<file path="src/rtl/drain_sched_pkg.sv">
// Shared types for the drainer-bank load scheduler.
package drain_sched_pkg;

    typedef enum logic [1:0] {
        IDLE,
        RAMP_UP,
        HOLD,
        RAMP_DOWN
    } drain_state_t;

endpackage

</file>
<file path="src/rtl/drain_scheduler_step_timer.sv">
// Free-running step time base: pulses tick on the terminal count of a
// 0..TICKS_PER_STEP-1 counter while run is high, holds otherwise.
module step_timer #(
    parameter int TICKS_PER_STEP = 27_000_000
) (
    input  logic clk,
    input  logic reset,
    input  logic run,
    input  logic clear,
    output logic tick
);

    localparam int CNT_W = $clog2(TICKS_PER_STEP);
    localparam logic [CNT_W-1:0] LAST = CNT_W'(TICKS_PER_STEP - 1);

    logic [CNT_W-1:0] count;

    assign tick = run && (count == LAST);

    always_ff @(posedge clk) begin
        if (reset || clear) begin
            count <= '0;
        end else if (run) begin
            count <= tick ? '0 : count + CNT_W'(1);
        end
    end

endmodule

</file>
<file path="src/rtl/drain_scheduler.sv">
// Thermometer-coded load scheduler for the drainer banks.
// Optional feature: define DRAIN_SCHED_FRAME_SYNC_EN to align level steps to frame_start.
module drain_scheduler #(
    parameter int NUM_BANKS      = 8,
    parameter int TICKS_PER_STEP = 27_000_000,
    parameter int LEVEL_W        = $clog2(NUM_BANKS + 1)
) (
    input  logic                 clk,
    input  logic                 reset,
    input  logic                 start,
    input  logic                 stop,
    input  logic                 sweep,
    input  logic                 frame_start,
    output logic [LEVEL_W-1:0]   level,
    output logic [NUM_BANKS-1:0] bank_en,
    output logic                 busy,
    output logic                 done
);

    import drain_sched_pkg::*;

    localparam logic [LEVEL_W-1:0] MAX_LEVEL = LEVEL_W'(NUM_BANKS);

    drain_state_t         state, state_next;
    logic [LEVEL_W-1:0]   level_next;
    logic [NUM_BANKS-1:0] bank_en_next;
    logic                 sweep_latched, sweep_next;
    logic                 pending, pending_next;
    logic                 done_next;
    logic                 tick, run, timer_clear;
    logic                 apply, waiting;

    // The timer freezes while a step is waiting for its frame boundary.
    assign run  = ((state == RAMP_UP) || (state == RAMP_DOWN)) && !pending;
    assign busy = (state != IDLE);

`ifdef DRAIN_SCHED_FRAME_SYNC_EN
    assign apply   = (tick || pending) && frame_start;
    assign waiting = (tick || pending) && !frame_start;
`else
    logic unused_frame_start;
    assign unused_frame_start = frame_start;
    assign apply   = tick;
    assign waiting = 1'b0;
`endif

    step_timer #(
        .TICKS_PER_STEP(TICKS_PER_STEP)
    ) u_timer (
        .clk   (clk),
        .reset (reset),
        .run   (run),
        .clear (timer_clear),
        .tick  (tick)
    );

    always_comb begin
        state_next   = state;
        level_next   = level;
        sweep_next   = sweep_latched;
        pending_next = pending;
        done_next    = 1'b0;
        timer_clear  = 1'b0;

        if (stop) begin
            state_next   = IDLE;
            level_next   = '0;
            pending_next = 1'b0;
            timer_clear  = 1'b1;
        end else begin
            case (state)
                IDLE: begin
                    pending_next = 1'b0;
                    if (start) begin
                        state_next  = RAMP_UP;
                        level_next  = '0;
                        sweep_next  = sweep;
                        timer_clear = 1'b1;
                    end
                end
                RAMP_UP: begin
                    pending_next = waiting;
                    if (apply) begin
                        timer_clear = 1'b1;
                        if (level < MAX_LEVEL) begin
                            level_next = level + LEVEL_W'(1);
                        end
                        if (level_next == MAX_LEVEL) begin
                            state_next = sweep_latched ? RAMP_DOWN : HOLD;
                        end
                    end
                end
                HOLD: begin
                    pending_next = 1'b0;
                end
                RAMP_DOWN: begin
                    pending_next = waiting;
                    if (apply) begin
                        timer_clear = 1'b1;
                        if (level != '0) begin
                            level_next = level - LEVEL_W'(1);
                        end
                        if (level_next == '0) begin
                            state_next = IDLE;
                            done_next  = 1'b1;
                        end
                    end
                end
                default: begin
                    state_next = IDLE;
                    level_next = '0;
                end
            endcase
        end
    end

    // The mask is derived from the next level so both registers move together.
    always_comb begin
        bank_en_next = '0;
        for (int i = 0; i < NUM_BANKS; i++) begin
            bank_en_next[i] = (LEVEL_W'(i) < level_next);
        end
    end

    always_ff @(posedge clk) begin
        if (reset) begin
            state         <= IDLE;
            level         <= '0;
            bank_en       <= '0;
            sweep_latched <= 1'b0;
            pending       <= 1'b0;
            done          <= 1'b0;
        end else begin
            state         <= state_next;
            level         <= level_next;
            bank_en       <= bank_en_next;
            sweep_latched <= sweep_next;
            pending       <= pending_next;
            done          <= done_next;
        end
    end

endmodule

</file>
<file path="config.mk">
export PLATFORM = sky130hd
export DESIGN_NAME = drain_scheduler
export DESIGN_NICKNAME = d
export VERILOG_FILES = /design/src/rtl/drain_sched_pkg.sv /design/src/rtl/drain_scheduler_step_timer.sv /design/src/rtl/drain_scheduler.sv
export SDC_FILE = /design/constraint.sdc
export NUM_CORES = 1
export LEC_CHECK = 0
export ABC_AREA = 1
export ABC_CLOCK_PERIOD_IN_PS = 2200
export BUFFER_PORTS_ARGS = -buffer_cell sky130_fd_sc_hd__buf_2
export CAP_MARGIN = 20
export CORE_MARGIN = 5
export CORE_UTILIZATION = 45
export CTS_BUF_LIST = sky130_fd_sc_hd__clkbuf_8
export DETAILED_ROUTE_END_ITERATION = 8
export GPL_TIMING_DRIVEN = 0
export PLACE_DENSITY_LB_ADDON = 0.25
export SLEW_MARGIN = 20
export SYNTH_ARGS = -nofsm -noshare
export SYNTH_HDL_FRONTEND = slang
export SYNTH_SLANG_ARGS = --single-unit
</file>
<file path="constraint.sdc">
create_clock -name clk -period 2.2 [get_ports clk]
set_input_delay 0.44 -clock clk [delete_from_list [all_inputs] [get_ports clk]]
set_output_delay 0.44 -clock clk [all_outputs]
set_load 0.02 [all_outputs]
</file>
== After elaboration in Yosys (flattened, before gate mapping) ==
Index checks and enable logic that the tools add are counted.
Cells by class
  eq/ne operators: 9
  bitwise gates (word level): 3
  order comparisons: 9
  add/sub/neg operators: 3
  reductions and logical operators: 13
  multiplexer cells: 26
Operators by type and width (count)
  $mux 4: 12
  $add 25x1->25 const B: 1
  $eq 25x25->1 const B: 1
  $mux 25: 1
  $lt 3x4->1 const A: 4
  $pmux 4 s3: 1
  $mux 2: 5
  $lt 1x4->1 const A: 2
  $lt 2x4->1 const A: 2
  $ne 2x1->1 const B: 4
  $pmux 2 s3: 1
  $reduce_and 6->1: 1
  $mux 1: 5
  $add 4x1->4 const B: 1
  $eq 4x4->1 const B: 1
  $logic_not 4->1: 1
  $lt 4x4->1 const B: 1
  $reduce_bool 4->1: 1
  $reduce_or 2->1: 2
  $reduce_or 4->1: 1
  $sub 4x1->4 const B: 1
  $not 1->1: 3
  $reduce_and 3->1: 1
  $reduce_bool 3->1: 1
  other kinds (8): 9
Storage, ports and cells
  output and inout bits: 14
  word-level logic and storage cells: 69
  bits of input ports: 6
  register bits: 41

== Depth between registers and ports, before layout ==
Gate-level depths: netlist of the first run.
  word-level depth: 10
  depth in mapped cells: 13

== Modules after synthesis ==
From an unflattened synthesis of the first run, not the netlist that was laid out.
Second synthesis, totals
  cells, all modules: 397
  area total of the unflattened synthesis: 2453.6 um^2
By module, submodules not included
  step_timer: area each 1466.4 um^2, cells each 244, seq. area each 500.5 um^2, times used 1
  drain_scheduler: area each 987.2 um^2, cells each 153, seq. area each 300.3 um^2, times used 1

== Worst setup path after synthesis of the first run ==
No wires, ideal clock.
  path kind: register -> register
  from: reg level[0]
  to: reg bank_en[0]
  arrival time: 1627 ps
  setup slack: 461 ps
  buffers on the path: 0
  stages on the path, launching flop included: 13
  clock period less this slack: 1739 ps
  data required time: 2087 ps
  library setup time: 113 ps
  cells stage by stage: dfxtp_1 inv_1 ha_1 nand2_1 o21ai_0 nand2_1 nand4_1 nand3_1 nand2_1 inv_1 nand2_1 nand2_1 nand2_1
On the way
  word-level cells in the longest chain between the ends: 9
Ends and longest elaborated chain
  start, declared: RTL line drain_scheduler.sv:14  | output logic [LEVEL_W-1:0] level,
  start signal, assigned: RTL line drain_scheduler.sv:135  | level <= level_next;
  $sub 4x1->4, or another cell as far along: RTL line drain_scheduler.sv:101  | level_next = level - LEVEL_W'(1);
  $mux 4 (on tied branches): RTL line drain_scheduler.sv:100, drain_scheduler.sv:85
  $mux 4 (on tied branches): RTL line drain_scheduler.sv:98, drain_scheduler.sv:83
  $mux 4: RTL line drain_scheduler.sv:71  | case (state)
  $mux 4: RTL line drain_scheduler.sv:65  | if (stop) begin
  $mux 4 (on tied branches): RTL line drain_scheduler.sv:98, drain_scheduler.sv:83
  $pmux 4 s3 (*): RTL line drain_scheduler.sv:71
  $mux 4 (*): RTL line drain_scheduler.sv:65
  $lt 1x4->1 (*): RTL line drain_scheduler.sv:121  | bank_en_next[i] = (LEVEL_W'(i) < level_next);
  end signal, assigned: RTL line drain_scheduler.sv:136  | bank_en <= bank_en_next;
  end, declared: RTL line drain_scheduler.sv:15  | output logic [NUM_BANKS-1:0] bank_en,
Every way passes the cells marked *; elsewhere a longest branch is shown, timed or not. The select of a mux whose other input is x is not followed.
A chain may end at the register's enable or synchronous reset.

== Final worst setup path of the first run ==
  from: reg u_timer.count[0]
  to: reg u_timer.count[23]
On the way
  word-level cells in the longest chain between the ends: 6
Ends and longest elaborated chain
  start, declared: RTL line drain_scheduler_step_timer.sv:16  | logic [CNT_W-1:0] count;
  start signal, assigned: RTL line drain_scheduler_step_timer.sv:24  | count <= tick ? '0 : count + CNT_W'(1);
  parallel branches: the longest is 6 deep, another holds $add 25x1->25
Several ways; the timed one is not identified.

==> results of run 1 <==
## worst max-delay path, delay by kind of cell, from the launching register on
kind | cells | cell delay [ns]
and+or+nand+nor | 6 | 0.75
DFF | 1 | 0.36
buffers and inverters | 1 | 0.27
adders and majority gates | 1 | 0.17
AOI/OAI and AO/OA | 2 | 0.17
## sequential cells by signal (all words and copies together) (netlist names)
name	count
done	1
state	2
level	4
u_timer.count	25
sweep_latched	1
bank_en	7
## where the power goes
group | internal [uW] | switching, uW
Sequential | 726 | 1.99
Clock | 279 | 245
Combinational | 16.2 | 40.6
Total | 1020 | 288
## path summary, 6_finish.rpt
| path | startpoint | slack [ns] | depth (start not counted) | to |
|---|---|---|---|---|
| hold / removal | reset | 0.33 | 2 | sweep_latched |
| hold reg to reg | sweep_latched | 0.48 | 2 | sweep_latched |
| setup reg to reg | u_timer.count[0] | 0.37 | 10 | u_timer.count[23] |
| setup / recovery | u_timer.count[0] | 0.37 | 10 | u_timer.count[23] |
## logic make-up after synthesis
family,after synthesis,share of synthesized area
fa+ha+maj,3,0.0163
xor+xnor,5,0.0190
buf+inv,59,0.102
flops,40,0.347
simple gates,189,0.400
compound gates,49,0.116
## placed cells by master (no fill, tap or decap), drive strengths merged
| master | n |
|---|---|
| nand2 | 89 |
| inv | 53 |
| nor2 | 47 |
| dfxtp | 40 |
| nand3 | 32 |
| buf | 24 |
| a21oi | 21 |
| o21ai | 21 |
| nor3 | 11 |
| nand4 | 8 |
| clkbuf | 7 |
| xor2 | 5 |
| o21a | 4 |
| ha | 3 |
| a211oi | 2 |
| nor3b | 1 |
| nor4 | 1 |
| a41oi | 1 |
## per-stage QoR
step | hold slack [ns] | utilization | cell area, sq um
2_1_floorplan | 0.443 | - | 2300
3_3_place_gp | 0.458 | 0.492 | 2480
3_5_place_dp | 0.471 | 0.492 | 2480
4_1_cts | 0.332 | 0.511 | 2580
5_1_grt | 0.335 | 0.511 | 2580
6_report | 0.335 | 0.511 | 2580
## metal layers
metal,track usage,vias to the layer above,part of all wire
met2,0.276,40,0.45
met3,0.0373,5,0.033
li1,-,1156,-
met4,0.0541,0,0.014
met5,0,-,0
met1,0.229,960,0.51
## layout make-up
class | count | area, sq um
flip-flops and latches | 40 | 801
plain buffers | 6 | 35.0
well taps | 70 | 87.6
repair buffers | 18 | 90.1
fillers | 514 | 2460
clock buffers | 7 | 96.3
multi-input cells | 246 | 1270
inverters | 53 | 199
==> out/metrics.yaml, run 1 <==
floorplanning:
  die_x_microns: 81.6
  dieHeight_microns: 81.6
  fp-row-count: 26
  die_area_sq_um: 6650
  start_util: 0.457
  core_sq_um: 5040
  io_pins: 20
drt:
  vias: 2161
  post_drt_wl_per_cell_microns: 11.6
  drt_pass1_iterations: 5
  viasPerCell: 4.91
  routed_wl_microns: 5100
  drt_iter0_drc: 119
  antenna_left: 0
  drc: 0
timing:
  max_slew.worst_pin.slew_ns: 0.470
  max_clock_freq_mhz: 546
  finClkSkew_ns: 0.00477
  period_needed_ns: 1.83
  drv_slew: 0
  rsz0062_at_grt: "false"
  worst_slack_ns: 0.370
  final_hold_viol_count: 0
  tns_ns: 0
  relSlewSlack: 0.686
  setup_viol: 0
  period_share: 0.832
layout:
  drive_above_1_share: 0.168
  n_antenna_cell: 0
  final_cells: 440
  area_growth_syn_to_layout_pct: 11.9
  layout.nets: 379
critical_path:
  critPathSlowestCell: "dfxtp_1"
  crit_chain: "ha_1 -> nand2_1 -> nor2_4 -> nand2_4 -> nor2_8 -> nand3_4 -> nand3_2 -> buf_2 -> a21oi_1 -> o21a_1"
  cp_max_fo: 10
  cp-end-kind: "flop"
  start_kind: "flop"
  max_stage_delay_ns: 0.36
  required_ns: 2.38
  critPathKind: "flop to flop"
  arrival_ns: 2.01
clock_network:
  cts_sinks: 40
  cts_buffers: 5
  cts_resized: 0
  clk_latency_ns: 0.29
  cts_hold_buf: 0
  htreeDepth: 2
  postCtsSetupBuffers: 0
  clock_path_buffers: 2
  clk_pin_slew_ns: 0.07
  cts_tree: "built"
  root_buffer: "clkbuf_8"
synthesis:
  syn_nets: 354
  netlist_instances: 345
  netlist-cell-type-count: 30
  netlist_area_sq_um: 2300
  yosysMostFrequentCell: "nand2_1"
  async_flop_share: 0
  synth.top_cell.area_share: 0.347
  synth_edf_count: 0
  synth_flop_cell: "dfxtp_1"
  synthTopCellsByArea: "dfxtp_1 (35%), nand2_1 (14%), inv_1 (7.0%)"
  synth_top_cell_by_area: "dfxtp_1"
  synthTopCellsByCount: "nand2_1 (84), inv_1 (43), nor2_1 (41)"
  synth_warnings: 0
  syn_area_per_cell_sq_um: 6.68
  ys_seq_elements: 40
  ys_seq_area_frac: 0.347
grt:
  grt_max_degree: 12
  grt_pass1_vias: 1997
  grt-ovfl-total: 0
  grt_pass1_wl_microns: 8880
  grtUsageTotal: 0.172
  antenna_found_initial: 0
power_and_ir_drop:
  irDropWorstVdd_uv: 265
  power_uw: 1310
  p_leak_uw: 0.00118
  power.density_nw_per_um2: 508
place:
  gp_congestion: 0.861
  dp.cells: 433
  dp_hpwl_microns: 3980
  place_ws_ns: 0.393
  port_buffers: 18
job:
  drv_cap: 0
run_status:
  run_status: "completed"
worst_hold_path:
  hold_path_class: "primary input to flop"
Power figures use the tool's default switching activity.
==> run 2, diff against run 1 <==
--- a/config.mk
+++ b/config.mk
@@ -6,7 +6,7 @@
 export NUM_CORES = 1
 export LEC_CHECK = 0
 export ABC_AREA = 1
-export ABC_CLOCK_PERIOD_IN_PS = 2200
+export ABC_CLOCK_PERIOD_IN_PS = 1500
 export BUFFER_PORTS_ARGS = -buffer_cell sky130_fd_sc_hd__buf_2
 export CAP_MARGIN = 20
 export CORE_MARGIN = 5
==> constraint.sdc (replaced) <==
create_clock -name clk -period 1.5 [get_ports clk]
set_input_delay 0.3 -clock clk [delete_from_list [all_inputs] [get_ports clk]]
set_output_delay 0.3 -clock clk [all_outputs]
set_load 0.02 [all_outputs]
==> run 2 against run 1 <==
Effect of this change: the flow now finishes with violations (setup timing); register-to-register slack worse by 0.57 ns; critical path depth up 2; first-iteration DRC count up 5.9%; count of clock-buffer cells in the layout shrank 2; largest cell class unchanged.
==> out/metrics.yaml, run 2 (same netlist as run 1, synthesis figures left out) <==
timing:
  drv_slew: 0  # unchanged
  relSlewSlack: 0.612  # was 0.686
  final_hold_viol_count: 0  # unchanged
  max_slew.worst_pin.slew_ns: 0.580  # was 0.470 ns
  worst_slack_ns: -0.203  # was 0.370 ns
  period_share: 1.14  # was 0.832
  tns_ns: -5.00  # was 0 ns
  setup_viol: 38  # was 0
  finClkSkew_ns: 0.00855  # was 0.00477 ns
  max_clock_freq_mhz: 587  # was 546 MHz
  rsz0062_at_grt: "true"  # was false
  period_needed_ns: 1.70  # was 1.83 ns
critical_path:
  critPathKind: "flop to flop"  # unchanged
  cp_max_fo: 6  # was 10
  cp-end-kind: "flop"  # unchanged
  crit_family: "simple AND/OR/NAND/NOR gates"  # unchanged
  crit_chain: "ha_4 -> nand2_4 -> nor2_4 -> nand2_4 -> nor2_8 -> nand3_4 -> nand2_1 -> o21ai_1 -> nand2_1 -> nand3_2 -> o21ai_1 -> inv_1"  # was ha_1 -> nand2_1 -> nor2_4 -> nand2_4 -> nor2_8 -> nand3_4 -> nand3_2 -> buf_2 -> a21oi_1 -> o21a_1
  start_kind: "flop"  # unchanged
  arrival_ns: 1.90  # was 2.01 ns
  path_buf_inv: 1  # unchanged
  critPathSlowestCell: "dfxtp_4"  # was dfxtp_1
  max_stage_delay_ns: 0.37  # was 0.36 ns
  required_ns: 1.70  # was 2.38 ns
floorplanning:
  io_pins: 20  # unchanged
  dieHeight_microns: 81.6  # unchanged
  core_sq_um: 5040  # unchanged
  die_x_microns: 81.6  # unchanged
  start_util: 0.457  # unchanged
  fp-row-count: 26  # unchanged
  die_area_sq_um: 6650  # unchanged
place:
  gp_congestion: 0.910  # was 0.861
  dp_hpwl_microns: 4090  # was 3980 microns
  port_buffers: 18  # unchanged
  place_ws_ns: -0.207  # was 0.393 ns
  dp.cells: 433  # unchanged
layout:
  final_cells: 456  # was 440
  layout_commonest_cell: "nand2_1"  # unchanged
  area_growth_syn_to_layout_pct: 33.0  # was 11.9%
  n_antenna_cell: 0  # unchanged
  final_cell_mix: "nand2_1 (76), inv_1 (40), nor2_1 (35)"  # was nand2_1 (84), inv_1 (43), nor2_1 (41)
  layout.nets: 394  # was 379
  top_regs: "u_timer.count: 25 flops, bank_en: 7 flops, level: 4 flops"  # unchanged
  top_register: "u_timer.count"  # unchanged
  drive_above_1_share: 0.358  # was 0.168
  largest_reg_flops: 25  # unchanged
  fillers: 448  # was 514
grt:
  grt_max_degree: 14  # was 12
  grt-ovfl-total: 0  # unchanged
  met3_usage: 0.0461  # was 0.0373
  grt-busiest-layer: "met2"  # unchanged
  grtUsageTotal: 0.194  # was 0.172
  grt_pass1_vias: 2215  # was 1997
  grt_pass1_wl_microns: 9890  # was 8880 microns
  met2_usage: 0.332  # was 0.276
  antenna_found_initial: 0  # unchanged
  grt.met1_usage: 0.238  # was 0.229
drt:
  vias: 2330  # was 2161
  antenna_left: 0  # unchanged
  drt_iter0_drc: 126  # was 119
  drt_pass1_iterations: 5  # unchanged
  post_drt_wl_per_cell_microns: 13.5  # was 11.6 microns
  viasPerCell: 5.11  # was 4.91
  drc: 0  # unchanged
  routed_wl_microns: 6170  # was 5100 microns
power_and_ir_drop:
  power_uw: 1920  # was 1310 uW
  p_leak_uw: 0.00135  # was 0.00118 uW
  power.density_nw_per_um2: 627  # was 508 nW/um^2
  irDropWorstVdd_uv: 503  # was 265 uV
clock_network:
  cts_buffers: 5  # unchanged
  root_buffer: "clkbuf_8"  # unchanged
  clk_latency_ns: 0.30  # was 0.29 ns
  clock_path_buffers: 2  # unchanged
  htreeDepth: 2  # unchanged
  clk_pin_slew_ns: 0.08  # was 0.07 ns
  cts_sinks: 40  # unchanged
  cts_hold_buf: 0  # unchanged
  cts_tree: "built"  # unchanged
job:
  drv_cap: 0  # unchanged
run_status:
  violations: "setup timing"
  run_status: "finished, violations left"  # was completed
worst_hold_path:
  hold_path_class: "primary input to flop"  # unchanged
-- run 2: changes by cell type in the layout (fill, tap and decap cells not counted), moves of 7 or more --
cell     delta
dfxtp_2     +7
a21oi_2    +10
a21oi_1    -10
o21ai_1     -7
o21ai_2    +11
dfxtp_1    -11
buf_4       +7
nand2_1     -8
-- run 2: worst paths after layout --
kind / from / endpoint / slack [ns] / depth (start not counted)
min: reset / sweep_latched / 0.18 / 2
max: u_timer.count[0] / state[0] / -0.20 / 12
min reg2reg: u_timer.count[13] / u_timer.count[13] / 0.45 / 1
max reg2reg: u_timer.count[0] / state[0] / -0.20 / 12
-- run 2: worst register-to-register path, stage by stage (launching register included) --
cell	delay, ns
dfxtp_4	0.37
ha_4	0.14
nand2_4	0.06
nor2_4	0.12
nand2_4	0.09
nor2_8	0.15
nand3_4	0.16
nand2_1	0.11
o21ai_1	0.07
nand2_1	0.10
nand3_2	0.08
o21ai_1	0.12
inv_1	0.04
-- run 2: timing repair --
item | CTS | global route
hold endpoints to repair | 0 | 0
gates resized for setup | 38 | 56
cloned | 2 | 0
setup buffers | 8 | 7
pin swaps | 6 | 11
endpoints found under the setup margin | 35 | 40
-- run 2: cell type report --
cell class / instances / area [sq um] / area share
well taps: 70 / 87.6 / 0.0286
clock buffers: 5 / 68.8 / 0.0224
inverters: 53 / 204 / 0.0665
multi-input cells: 246 / 1560 / 0.510
flip-flops and latches: 40 / 825 / 0.269
repair buffers: 33 / 236 / 0.0771
plain buffers: 6 / 62.6 / 0.0204
clock inverters: 3 / 18.8 / 0.00612
-- run 2: power breakdown --
group	switching, uW	leakage, uW	internal [uW]
Sequential	3.37	0.000329	1060
Clock	402	0.0000479	324
Combinational	83.8	0.000969	48.4
Total	489	0.00135	1430
-- run 2: routing by layer --
layer,share of wire,vias to the layer above
met5,0,-
met4,0.017,0
met3,0.037,11
met2,0.51,49
met1,0.44,1077
li1,-,1193
-- run 2: stage by stage --
stage               instance area [sq um]  hold slack, ns  utilization
floorplan                            2350           0.369            -
detailed placement                   2520           0.471        0.500
global placement                     2520           0.458        0.500
CTS                                  2850           0.183        0.565
finish                               3070           0.185        0.608
global route                         3070           0.183        0.608
==> run 3, diff against run 2 <==
--- a/config.mk
+++ b/config.mk
@@ -9,12 +9,13 @@
 export ABC_CLOCK_PERIOD_IN_PS = 1500
 export BUFFER_PORTS_ARGS = -buffer_cell sky130_fd_sc_hd__buf_2
 export CAP_MARGIN = 20
+export CORE_ASPECT_RATIO = 0.75
 export CORE_MARGIN = 5
 export CORE_UTILIZATION = 45
 export CTS_BUF_LIST = sky130_fd_sc_hd__clkbuf_8
 export DETAILED_ROUTE_END_ITERATION = 8
 export GPL_TIMING_DRIVEN = 0
-export PLACE_DENSITY_LB_ADDON = 0.25
+export PLACE_DENSITY = 0.63
 export SLEW_MARGIN = 20
 export SYNTH_ARGS = -nofsm -noshare
 export SYNTH_HDL_FRONTEND = slang
==> run 3 against run 2 <==
Effect of this change: the flow still finishes with violations (setup timing); design area down 0.12%; first-iteration DRC count down 4.8%; fmax down 3.1%; clock power up 23%; register-to-register slack worse by 0.05 ns; non-clock buffer count up 2; final cell count down 1.8%; sequential power about the same; setup slack worse by 0.054 ns; total power up 9.0%; critical path depth unchanged; critical path type unchanged; largest cell class unchanged.
==> out/metrics.yaml, run 3 (same netlist as run 1, synthesis figures left out) <==
worst_hold_path:
  holdPathEnd: "sweep_latched"  # unchanged
  min_path_cells: 2  # unchanged
  hold_path_class: "primary input to flop"  # unchanged
  min_from: "reset"  # unchanged
drt:
  routed_wl_microns: 6260  # was 6170 microns
  drc: 0  # unchanged
  vias: 2345  # was 2330
  drt_pass1_iterations: 5  # unchanged
  drt_iter0_drc: 120  # was 126
  viasPerCell: 5.23  # was 5.11
  post_drt_wl_per_cell_microns: 14.0  # was 13.5 microns
  antenna_left: 0  # unchanged
critical_path:
  arrival_ns: 1.94  # was 1.90 ns
  critPathKind: "flop to flop"  # unchanged
  r2r_start: "u_timer.count[0]"  # unchanged
  required_ns: 1.69  # was 1.70 ns
  r2r_end: "state[0]"  # unchanged
  start_kind: "flop"  # unchanged
  cp-end-kind: "flop"  # unchanged
  cp_max_fo: 7  # was 6
  reg2reg_setup_slack_ns: -0.26  # was -0.20 ns
  reg2reg_depth: 12  # unchanged
place:
  dp_hpwl_microns: 4220  # was 4090 microns
  dp.cells: 423  # was 433
  gp_congestion: 0.887  # was 0.910
  port_buffers: 18  # unchanged
  placed_cell_area_sq_um: 2510  # was 2520 sq um
timing:
  rsz0062_at_grt: "true"  # unchanged
  final_hold_viol_count: 0  # unchanged
  relSlewSlack: 0.625  # was 0.612
  max_clock_freq_mhz: 569  # was 587 MHz
  period_share: 1.17  # was 1.14
  max_slew.worst_pin.slew_ns: 0.560  # was 0.580 ns
  drv_slew: 0  # unchanged
  finClkSkew_ns: 0.00573  # was 0.00855 ns
  setup_viol: 39  # was 38
  worst_slack_ns: -0.257  # was -0.203 ns
  period_needed_ns: 1.76  # was 1.70 ns
grt:
  grt_pass1_wl_microns: 10000  # was 9890 microns
  grt-ovfl-total: 0  # unchanged
  antenna_found_initial: 0  # unchanged
  grt_max_degree: 15  # was 14
  grt_pass1_vias: 2051  # was 2215
  grtUsageTotal: 0.189  # was 0.194
layout:
  layout.nets: 396  # was 394
  layout_commonest_cell: "nand2_1"  # unchanged
  final_cell_mix: "nand2_1 (76), inv_1 (42), nor2_1 (32)"  # was nand2_1 (76), inv_1 (40), nor2_1 (35)
  final_util: 0.621  # was 0.608
  n_antenna_cell: 0  # unchanged
  drive_above_1_share: 0.369  # was 0.358
  area_growth_syn_to_layout_pct: 32.8  # was 33.0%
  top_regs: "u_timer.count: 25 flops, bank_en: 7 flops, level: 4 flops"  # unchanged
  final_cells: 448  # was 456
  largest_reg_flops: 25  # unchanged
  top_register: "u_timer.count"  # unchanged
  stdcell_area_sq_um: 3060  # was 3070 sq um
floorplanning:
  fp-row-count: 22  # was 26
  io_pins: 20  # unchanged
  start_util: 0.468  # was 0.457
  die_area_sq_um: 6670  # was 6650 sq um
  dieHeight_microns: 72.0  # was 81.6 microns
  core_sq_um: 4930  # was 5040 sq um
  die_x_microns: 92.6  # was 81.6 microns
job:
  drv_cap: 0  # unchanged
run_status:
  violations: "setup timing"  # unchanged
  run_status: "finished, violations left"  # unchanged
clock_network:
  root_buffer: "clkbuf_8"  # unchanged
  cts_tree: "built"  # unchanged
  clk_latency_ns: 0.29  # was 0.30 ns
  cts_sinks: 40  # unchanged
  clock_path_buffers: 2  # unchanged
  clk_pin_slew_ns: 0.08  # about the same
  cts_hold_buf: 0  # unchanged
  htreeDepth: 2  # unchanged
  cts_buffers: 5  # unchanged
power_and_ir_drop:
  power.density_nw_per_um2: 684  # was 627 nW/um^2
  irDropWorstVdd_uv: 489  # was 503 uV
  p_leak_uw: 0.00134  # was 0.00135 uW
-- run 3: repair_timing --
action	4_1_cts	5_1_grt
gates resized for setup	59	27
buffers inserted	9	8
gates cloned	2	0
pin swaps	11	11
setup endpoints to repair	36	41
-- run 3: worst max-delay path by stage --
stage	startpoint	endpoint	slack (ns)	cells after the start
after floorplan	level[0]	bank_en[2]	0.002	10
after global placement	level[1]	bank_en[1]	-0.20	10
after detailed placement	level[1]	bank_en[2]	-0.19	10
after CTS	u_timer.count[0]	bank_en[0]	-0.17	13
after global routing	u_timer.count[0]	bank_en[2]	-0.34	13
final	u_timer.count[0]	state[0]	-0.26	12
-- run 3: report_power, final --
| part | switching, uW | internal [uW] |
|---|---|---|
| Clock | 395 | 501 |
| Sequential | 3.07 | 1060 |
| Combinational | 85.5 | 46.8 |
| Total | 484 | 1610 |
-- run 3: layout make-up --
| type | instances | area [sq um] |
|---|---|---|
| Fill cell | 454 | 1870 |
| Multi-Input combinational cell | 246 | 1550 |
| Sequential cell | 40 | 821 |
| Timing Repair Buffer | 35 | 236 |
| Inverter | 53 | 206 |
| Tap cell | 60 | 75.1 |
| Clock buffer | 5 | 68.8 |
| Buffer | 6 | 55.1 |
| Clock inverter | 3 | 47.5 |
-- run 3: critical path: stages, from the launching register on --
cell     delay (ns)
dfxtp_2        0.36
ha_4           0.15
nand2_4        0.06
nor2_4         0.11
nand2_4        0.09
nor2_8         0.18
nand3_4        0.18
nand2_1        0.11
o21ai_1        0.06
nand2_1        0.11
nand3_2        0.09
o21ai_1        0.12
inv_1          0.04
-- run 3: per-stage QoR --
| step | TNS [ns] | hold slack [ns] | setup slack, ns | power [uW] |
|---|---|---|---|---|
| after global routing | -10.01 | 0.177 | -0.342 | 2190 |
| after floorplan | 0 | 0.369 | 0.00205 | 1150 |
| final | -6.95 | 0.181 | -0.257 | 2090 |
| after detailed placement | -4.03 | 0.465 | -0.194 | 1180 |
| after global placement | -3.82 | 0.462 | -0.198 | 1180 |
| after CTS | -4.14 | 0.176 | -0.174 | 2120 |
-- run 3: metal layers --
layer,part of all wire,track usage
met5,0,0
met4,0.010,0.0472
met3,0.055,0.0404
met2,0.43,0.260
met1,0.51,0.296
